## src/rtl/macros.sv

```systemverilog
// Shared VGA bus layout and 800x600@60 timing defaults.
// Overlay stages include this file to pack and unpack the 38-bit bus.
`ifndef VGA_MACROS_SV
`define VGA_MACROS_SV

// Bus layout: {vcount[10:0], vsync, vblnk, hcount[10:0], hsync, hblnk, rgb[11:0]}
`define VGA_BUS_SIZE 38
`define VGA_RGB      11:0
`define VGA_HBLNK    12
`define VGA_HSYNC    13
`define VGA_HCOUNT   24:14
`define VGA_VBLNK    25
`define VGA_VSYNC    26
`define VGA_VCOUNT   37:27

// 800x600@60 Hz with a 40 MHz pixel clock
`define VGA_800x600_H_VISIBLE      800
`define VGA_800x600_H_SYNC_START   840
`define VGA_800x600_H_SYNC_LEN     128
`define VGA_800x600_H_TOTAL        1056
`define VGA_800x600_V_VISIBLE      600
`define VGA_800x600_V_SYNC_START   601
`define VGA_800x600_V_SYNC_LEN     4
`define VGA_800x600_V_TOTAL        628
`define VGA_800x600_FRAMES_PER_SEC 60

`endif

```

## src/rtl/vga_timing_gen_pkg.sv

```systemverilog
// Common types and helpers for the VGA raster source.
`include "macros.sv"

package vga_timing_gen_pkg;

  // Raster counters are 11 bits wide, enough for both 1055 and 627.
  localparam int CNT_W = 11;
  typedef logic [CNT_W-1:0] cnt_t;

  // True when lo <= val < hi; used for the sync windows.
  function automatic logic in_window(input cnt_t val, input cnt_t lo, input cnt_t hi);
    return (val >= lo) && (val < hi);
  endfunction

endpackage

```

## src/rtl/frame_tick_counter.sv

```systemverilog
// Emits a one-cycle tick on every N-th strobe. The tick is registered on the
// same edge that consumes the N-th strobe, so it lines up with whatever
// state the strobe announced.
module frame_tick_counter #(
  parameter int N = 60
) (
  input  logic clk,
  input  logic rst,
  input  logic strobe,
  output logic tick
);

  localparam int         W    = (N > 1) ? $clog2(N) : 1;
  localparam logic [W-1:0] LAST = W'(N - 1);

  logic [W-1:0] cnt_q, cnt_d;
  logic         tick_q, tick_d;

  // Advance on each strobe; the >= compare pulls any stray value back to 0.
  always_comb begin
    cnt_d  = cnt_q;
    tick_d = 1'b0;
    if (strobe) begin
      if (cnt_q >= LAST) begin
        cnt_d  = '0;
        tick_d = 1'b1;
      end else begin
        cnt_d = cnt_q + 1'b1;
      end
    end
  end

  // Count and tick registers, cleared asynchronously.
  always_ff @(posedge clk or posedge rst) begin
    if (rst) begin
      cnt_q  <= '0;
      tick_q <= 1'b0;
    end else begin
      cnt_q  <= cnt_d;
      tick_q <= tick_d;
    end
  end

  assign tick = tick_q;

endmodule

```

## src/rtl/vga_timing_gen.sv

```systemverilog
// Source end of the VGA bus: 800x600@60 raster counters, sync and blanking,
// rgb forced to zero, plus frame_start and a once-per-second tick.
`include "macros.sv"

module vga_timing_gen
  import vga_timing_gen_pkg::*;
#(
  parameter int H_VISIBLE      = `VGA_800x600_H_VISIBLE,
  parameter int H_SYNC_START   = `VGA_800x600_H_SYNC_START,
  parameter int H_SYNC_LEN     = `VGA_800x600_H_SYNC_LEN,
  parameter int H_TOTAL        = `VGA_800x600_H_TOTAL,
  parameter int V_VISIBLE      = `VGA_800x600_V_VISIBLE,
  parameter int V_SYNC_START   = `VGA_800x600_V_SYNC_START,
  parameter int V_SYNC_LEN     = `VGA_800x600_V_SYNC_LEN,
  parameter int V_TOTAL        = `VGA_800x600_V_TOTAL,
  parameter int FRAMES_PER_SEC = `VGA_800x600_FRAMES_PER_SEC
) (
  input  logic                     clk,
  input  logic                     rst,
  output logic [`VGA_BUS_SIZE-1:0] vga_bus_out,
  output logic                     frame_start,
  output logic                     one_sec_tick
);

  localparam cnt_t H_LAST = cnt_t'(H_TOTAL - 1);
  localparam cnt_t V_LAST = cnt_t'(V_TOTAL - 1);
  localparam cnt_t H_VIS  = cnt_t'(H_VISIBLE);
  localparam cnt_t V_VIS  = cnt_t'(V_VISIBLE);
  localparam cnt_t HS_LO  = cnt_t'(H_SYNC_START);
  localparam cnt_t HS_HI  = cnt_t'(H_SYNC_START + H_SYNC_LEN);
  localparam cnt_t VS_LO  = cnt_t'(V_SYNC_START);
  localparam cnt_t VS_HI  = cnt_t'(V_SYNC_START + V_SYNC_LEN);

  logic rst_meta_q, rst_sync_q;
  logic load_en, count_en, frame_wrap;

  cnt_t h_q, h_d, v_q, v_d;
  logic hsync_q, hsync_d, hblnk_q, hblnk_d;
  logic vsync_q, vsync_d, vblnk_q, vblnk_d;
  logic frame_start_q, frame_start_d;

  // Release synchroniser: assert asynchronously, release two edges later.
  always_ff @(posedge clk or posedge rst) begin
    if (rst) begin
      rst_meta_q <= 1'b1;
      rst_sync_q <= 1'b1;
    end else begin
      rst_meta_q <= 1'b0;
      rst_sync_q <= rst_meta_q;
    end
  end

  // load_en: the edge that presents (0,0); count_en: every edge after that.
  assign load_en  = ~rst_meta_q;
  assign count_en = ~rst_sync_q;

  // Next raster position; terminal compares use >= so bad states recover.
  always_comb begin
    h_d        = h_q;
    v_d        = v_q;
    frame_wrap = 1'b0;
    if (!count_en) begin
      h_d = '0;
      v_d = '0;
    end else if (h_q >= H_LAST) begin
      h_d = '0;
      if (v_q >= V_LAST) begin
        v_d        = '0;
        frame_wrap = 1'b1;
      end else begin
        v_d = v_q + 1'b1;
      end
    end else begin
      h_d = h_q + 1'b1;
    end
  end

  // Decode sync/blank from the next position so they register alongside it.
  always_comb begin
    hblnk_d       = load_en && (h_d >= H_VIS);
    hsync_d       = load_en && in_window(h_d, HS_LO, HS_HI);
    vblnk_d       = load_en && (v_d >= V_VIS);
    vsync_d       = load_en && in_window(v_d, VS_LO, VS_HI);
    frame_start_d = load_en && (h_d == '0) && (v_d == '0);
  end

  // Output registers, all cleared asynchronously by rst.
  always_ff @(posedge clk or posedge rst) begin
    if (rst) begin
      h_q           <= '0;
      v_q           <= '0;
      hsync_q       <= 1'b0;
      hblnk_q       <= 1'b0;
      vsync_q       <= 1'b0;
      vblnk_q       <= 1'b0;
      frame_start_q <= 1'b0;
    end else begin
      h_q           <= h_d;
      v_q           <= v_d;
      hsync_q       <= hsync_d;
      hblnk_q       <= hblnk_d;
      vsync_q       <= vsync_d;
      vblnk_q       <= vblnk_d;
      frame_start_q <= frame_start_d;
    end
  end

  // Pack the bus; rgb is left at zero for the overlays to fill in.
  always_comb begin
    vga_bus_out              = '0;
    vga_bus_out[`VGA_VCOUNT] = v_q;
    vga_bus_out[`VGA_VSYNC]  = vsync_q;
    vga_bus_out[`VGA_VBLNK]  = vblnk_q;
    vga_bus_out[`VGA_HCOUNT] = h_q;
    vga_bus_out[`VGA_HSYNC]  = hsync_q;
    vga_bus_out[`VGA_HBLNK]  = hblnk_q;
    vga_bus_out[`VGA_RGB]    = 12'h000;
  end

  assign frame_start = frame_start_q;

  frame_tick_counter #(
    .N(FRAMES_PER_SEC)
  ) u_sec_tick (
    .clk   (clk),
    .rst   (rst),
    .strobe(frame_wrap),
    .tick  (one_sec_tick)
  );

endmodule
```

## config.mk

```make
export PLATFORM = sky130hd
export DESIGN_NAME = vga_timing_gen
export DESIGN_NICKNAME = d
export VERILOG_FILES = /design/src/rtl/vga_timing_gen_pkg.sv /design/src/rtl/frame_tick_counter.sv /design/src/rtl/vga_timing_gen.sv
export VERILOG_INCLUDE_DIRS = /design/src /design/src/rtl
export SDC_FILE = /design/constraint.sdc
export NUM_CORES = 1
export LEC_CHECK = 0
export CAP_MARGIN = 20
export CORE_MARGIN = 1
export CORE_UTILIZATION = 45
export DETAILED_ROUTE_END_ITERATION = 16
export GPL_TIMING_DRIVEN = 0
export PLACE_DENSITY = 0.7
export RECOVER_POWER = 50
export SETUP_SLACK_MARGIN = 0.1
export SLEW_MARGIN = 10
export SYNTH_ARGS = -nofsm -noshare
export SYNTH_HDL_FRONTEND = slang
export SYNTH_SLANG_ARGS = --single-unit
```

## constraint.sdc

```tcl
create_clock -name clk -period 5 [get_ports clk]
set_input_delay 1 -clock clk [delete_from_list [all_inputs] [get_ports clk]]
set_output_delay 1 -clock clk [all_outputs]
set_load 0.03 [all_outputs]
```

==> reports/qor.csv <==
stage,metric,value,unit
run_status,status,"complete, no violations",
drt,number of remaining DRC errors,0,
place,I/O Buffers,29,
grt,initial antenna violation count,0,
cells_and_area,# diodes,0,
synthesis,Synth top area share,37.5,%
cells_and_area,Layout area overhead,21.9,%
clock_tree,setup bufs post-CTS,0,
worst_setup_path,WP buf/inv,1,
min_path,min-delay src,rst_meta_q$_DFF_PP1_,
cells_and_area,final instance area,2760,µm²
grt,M2 GR Usage,34.1,%
timing,"Slew Viols, Final",0,
clock_tree,Worst-Skew Late Latency,0.29,ns
cells_and_area,final std cells w/o fill,370,
place,Placer Congestion,0.885,
synthesis,ys flop type,dfrtp_1,
synthesis,top post-synthesis cells by area,"dfrtp_1 38%, buf_4 5.3%, nor2_1 4.5%",
power_and_ir_drop,leakage,1.15,nW
timing,setup_tns,0,ns
power_and_ir_drop,peak supply drop,0.171,mV
worst_setup_path,Critical Path Start Type,flop,
clock_tree,CTS tree,built,
timing,final setup vio count,0,
cells_and_area,Total Nets Final,307,
floorplan,DIE WIDTH,73.0,µm
worst_setup_path,critical path class,flop to flop,
grt,All-Layer GR Usage,22.1,%
timing,max frequency,312,MHz
cells_and_area,fraction of final layout cells with drive strength greater than 1,12.9,%
grt,total grt overflow,0,
worst_setup_path,Critical Path Max Stage Delay,0.94,ns
clock_tree,clock transition at the registers of the reported paths,0.08,ns
floorplan,I/O pins,42,
clock_tree,clock buffer depth,2,
min_path,Hold EP,rst_sync_q$_DFF_PP1_,
worst_setup_path,"CP delay by family, top",compound AO/OA/AOI/OAI gates,
clock_tree,clock root cell,clkbuf_8,
cells_and_area,post-layout util,57.8,%
min_path,worst hold path class,flop to flop,
place,HPWL after DPL,3.91,mm
timing,Slew @ Worst Pin,1.31,ns
timing,RSZ-0062 raised after global routing,false,
grt,number of global-route vias before repair,1908,
power_and_ir_drop,Total Power,0.562,mW
grt,met1 Track Usage GR,29.9,%
drt,post-DR vias/cell,5.71,
synthesis,Yosys warnings,0,
floorplan,die area,5330,µm²
drt,WL/cell,14.8,µm
floorplan,Initial Util,47.4,%
clock_tree,CTS Hold Bufs,0,
clock_tree,CTS Buf Count,5,
synthesis,Synth Area per Inst,8.93,µm²
worst_setup_path,r2r worst-path depth,8,
timing,worst rel slew slack,12.5,%
drt,Iter 0 DRT Violations,241,
worst_setup_path,FF-to-FF End,frame_start$_DFF_PP0_,
synthesis,Post-synth EDFFs,0,
cells_and_area,register area,903,µm²
worst_setup_path,Slowest cell on crit path,o21ai_0,
synthesis,#FFs+latches synth,36,
min_path,hold path depth,0,
grt,first-pass GRT wire length,8.98,mm
run,max_cap viols,0,
worst_setup_path,Worst EP required,5.19,ns
timing,worst hold slack,0.475,ns
grt,grt peak-use layer,met2,
power_and_ir_drop,P per Cell Area,203,nW/µm²
floorplan,Rows,25,
drt,total number of vias,2112,
clock_tree,clk sinks,36,
worst_setup_path,CP Cell Sequence,"ha_1, a21oi_1, o211a_1, clkbuf_1, o21ai_0, nor2_1, nand4b_1, nor4b_2",
grt,largest net degree at the start of global routing,37,
synthesis,"Cell Area, Synth",2270,µm²
worst_setup_path,Critical path origin,h_q[0]$_DFF_PP0_,
timing,clock skew,0.00767,ns
cells_and_area,area of the multi-input gates,1190,µm²
worst_setup_path,R2R Setup Slk,1.80,ns
timing,post-layout min period,3.20,ns
synthesis,sequential area share after synthesis,39.8,%
cells_and_area,fillers,458,
synthesis,Mapped Cells,254,
floorplan,Die Y,73.0,µm
drt,Post-DRT Antenna Nets,0,
synthesis,Synth area leader,dfrtp_1,
place,Area after DPL,2690,µm²
floorplan,Core Footprint,4790,µm²
synthesis,Synth async-reset ratio,100,%
timing,period utilization,64.0,%
worst_setup_path,worst r2r src,h_q[0]$_DFF_PP0_,
worst_setup_path,worst-path fanout max,10,
synthesis,Synth cell types,57,
clock_tree,post_cts resized,0,
worst_setup_path,Crit. End Element,flop,
grt,met3 Use GR,3.59,%
place,Inst Count DP,362,
clock_tree,H-tree depth,2,
worst_setup_path,"Arr. time, crit path",3.39,ns
drt,iteration count of the initial detailed-routing pass,4,
timing,Final Hold Vio Count,0,
timing,PnR worst setup slack,1.80,ns
drt,final WL,5.46,mm
place,Post-Place Worst Slack,2.31,ns
cell type report:
type	instances	share of cell area, %
inverters	12	1.63
repair buffers	29	10.5
plain buffers	26	5.84
multi-input cells	192	43.1
clock buffers	5	2.49
flip-flops and latches	36	32.7
well taps	67	3.03
clock inverters	3	0.679
cell usage after synthesis (2+ instances only):
library cell  instances
or3_1                 4
a41oi_1               2
nor2_1               27
a22oi_1               2
nand4_1              10
ha_1                  3
nand4b_1              4
nor3_1               10
o21a_1                6
o21ai_0              13
xor2_1                4
nand3_1              16
nor4_1                2
inv_1                12
nand2_1              13
o2111ai_1             2
and3_1                7
dfrtp_1              34
o21ai_2               2
and2_1                3
buf_4                16
a21oi_1              10
dfstp_2               2
buf_2                 4
a31oi_1               4
xnor2_1               7
clkbuf_1              5
cells by family (layout without fill, tap and decap cells):
logic type                 after synthesis  count (layout)  synth area share, %
buffers and inverters                   38              75                 9.16
and+or+nand+nor                        104             104                 24.3
xor gates and xnor gates                11              11                 4.25
DFF                                     36              36                 39.8
adders and majority gates                3               3                 1.66
AOI/OAI and AO/OA                       61              61                 20.6
other                                    1              13                0.165
registers in the layout, indices dropped and copies added (netlist names):
| name | cells |
|---|---|
| vblnk_q | 1 |
| rst_sync_q | 1 |
| v_q | 11 |
| vsync_q | 1 |
| u_sec_tick.tick | 1 |
| frame_start | 1 |
| hblnk_q | 1 |
| u_sec_tick.cnt_q | 6 |
| hsync_q | 1 |
| h_q | 11 |
| rst_meta_q | 1 |
worst max-delay path by stage:
stage	end	slack, ns	cells past startpoint
2_1_floorplan	vsync_q$_DFF_PP0_	2.47	7
3_5_place_dp	vblnk_q$_DFF_PP0_	2.31	7
4_1_cts	vblnk_q$_DFF_PP0_	2.28	7
5_1_grt	frame_start$_DFF_PP0_	1.45	8
3_3_place_gp	vblnk_q$_DFF_PP0_	2.30	7
6_report	frame_start$_DFF_PP0_	1.80	8
placed cells by master (no fill, tap or decap), types with 3 or more instances in the layout:
master           instances
a21oi_1                 10
a31oi_1                  4
and3_1                   7
buf_2                    3
buf_4                   16
clkbuf_1                 6
clkbuf_8                 5
clkdlybuf4s50_1         28
conb_1                  13
dfrtp_1                 34
ha_1                     3
inv_1                   12
nand2_1                 13
nand3_1                 16
nand4_1                 10
nand4b_1                 4
nor2_1                  27
nor3_1                  10
o21a_1                   6
o21ai_0                 14
or3_1                    4
xnor2_1                  7
xor2_1                   4
metal layers:
metal  wire, µm  share of wire, %  vias up
met5          0                 0        -
met4        192               3.5        0
met3        331               6.1       17
met2       2560                47       86
met1       2380                44     1002
li1           -                 -     1007
power by group:
| group | switching (mW) | internal (mW) | leakage, nW |
|---|---|---|---|
| logic | 0.0373 | 0.0183 | 0.610 |
| clock network | 0.110 | 0.0971 | 0.0479 |
| registers | 0.00486 | 0.295 | 0.492 |
worst reg2reg max path: stages (launching register included):
cell and delay, ns:
dfrtp_1 0.51, ha_1 0.24, a21oi_1 0.08, o211a_1 0.32
clkbuf_1 0.27, o21ai_0 0.94, nor2_1 0.18, nand4b_1 0.28
nor4b_2 0.29
(Power assumes the default switching activity.)
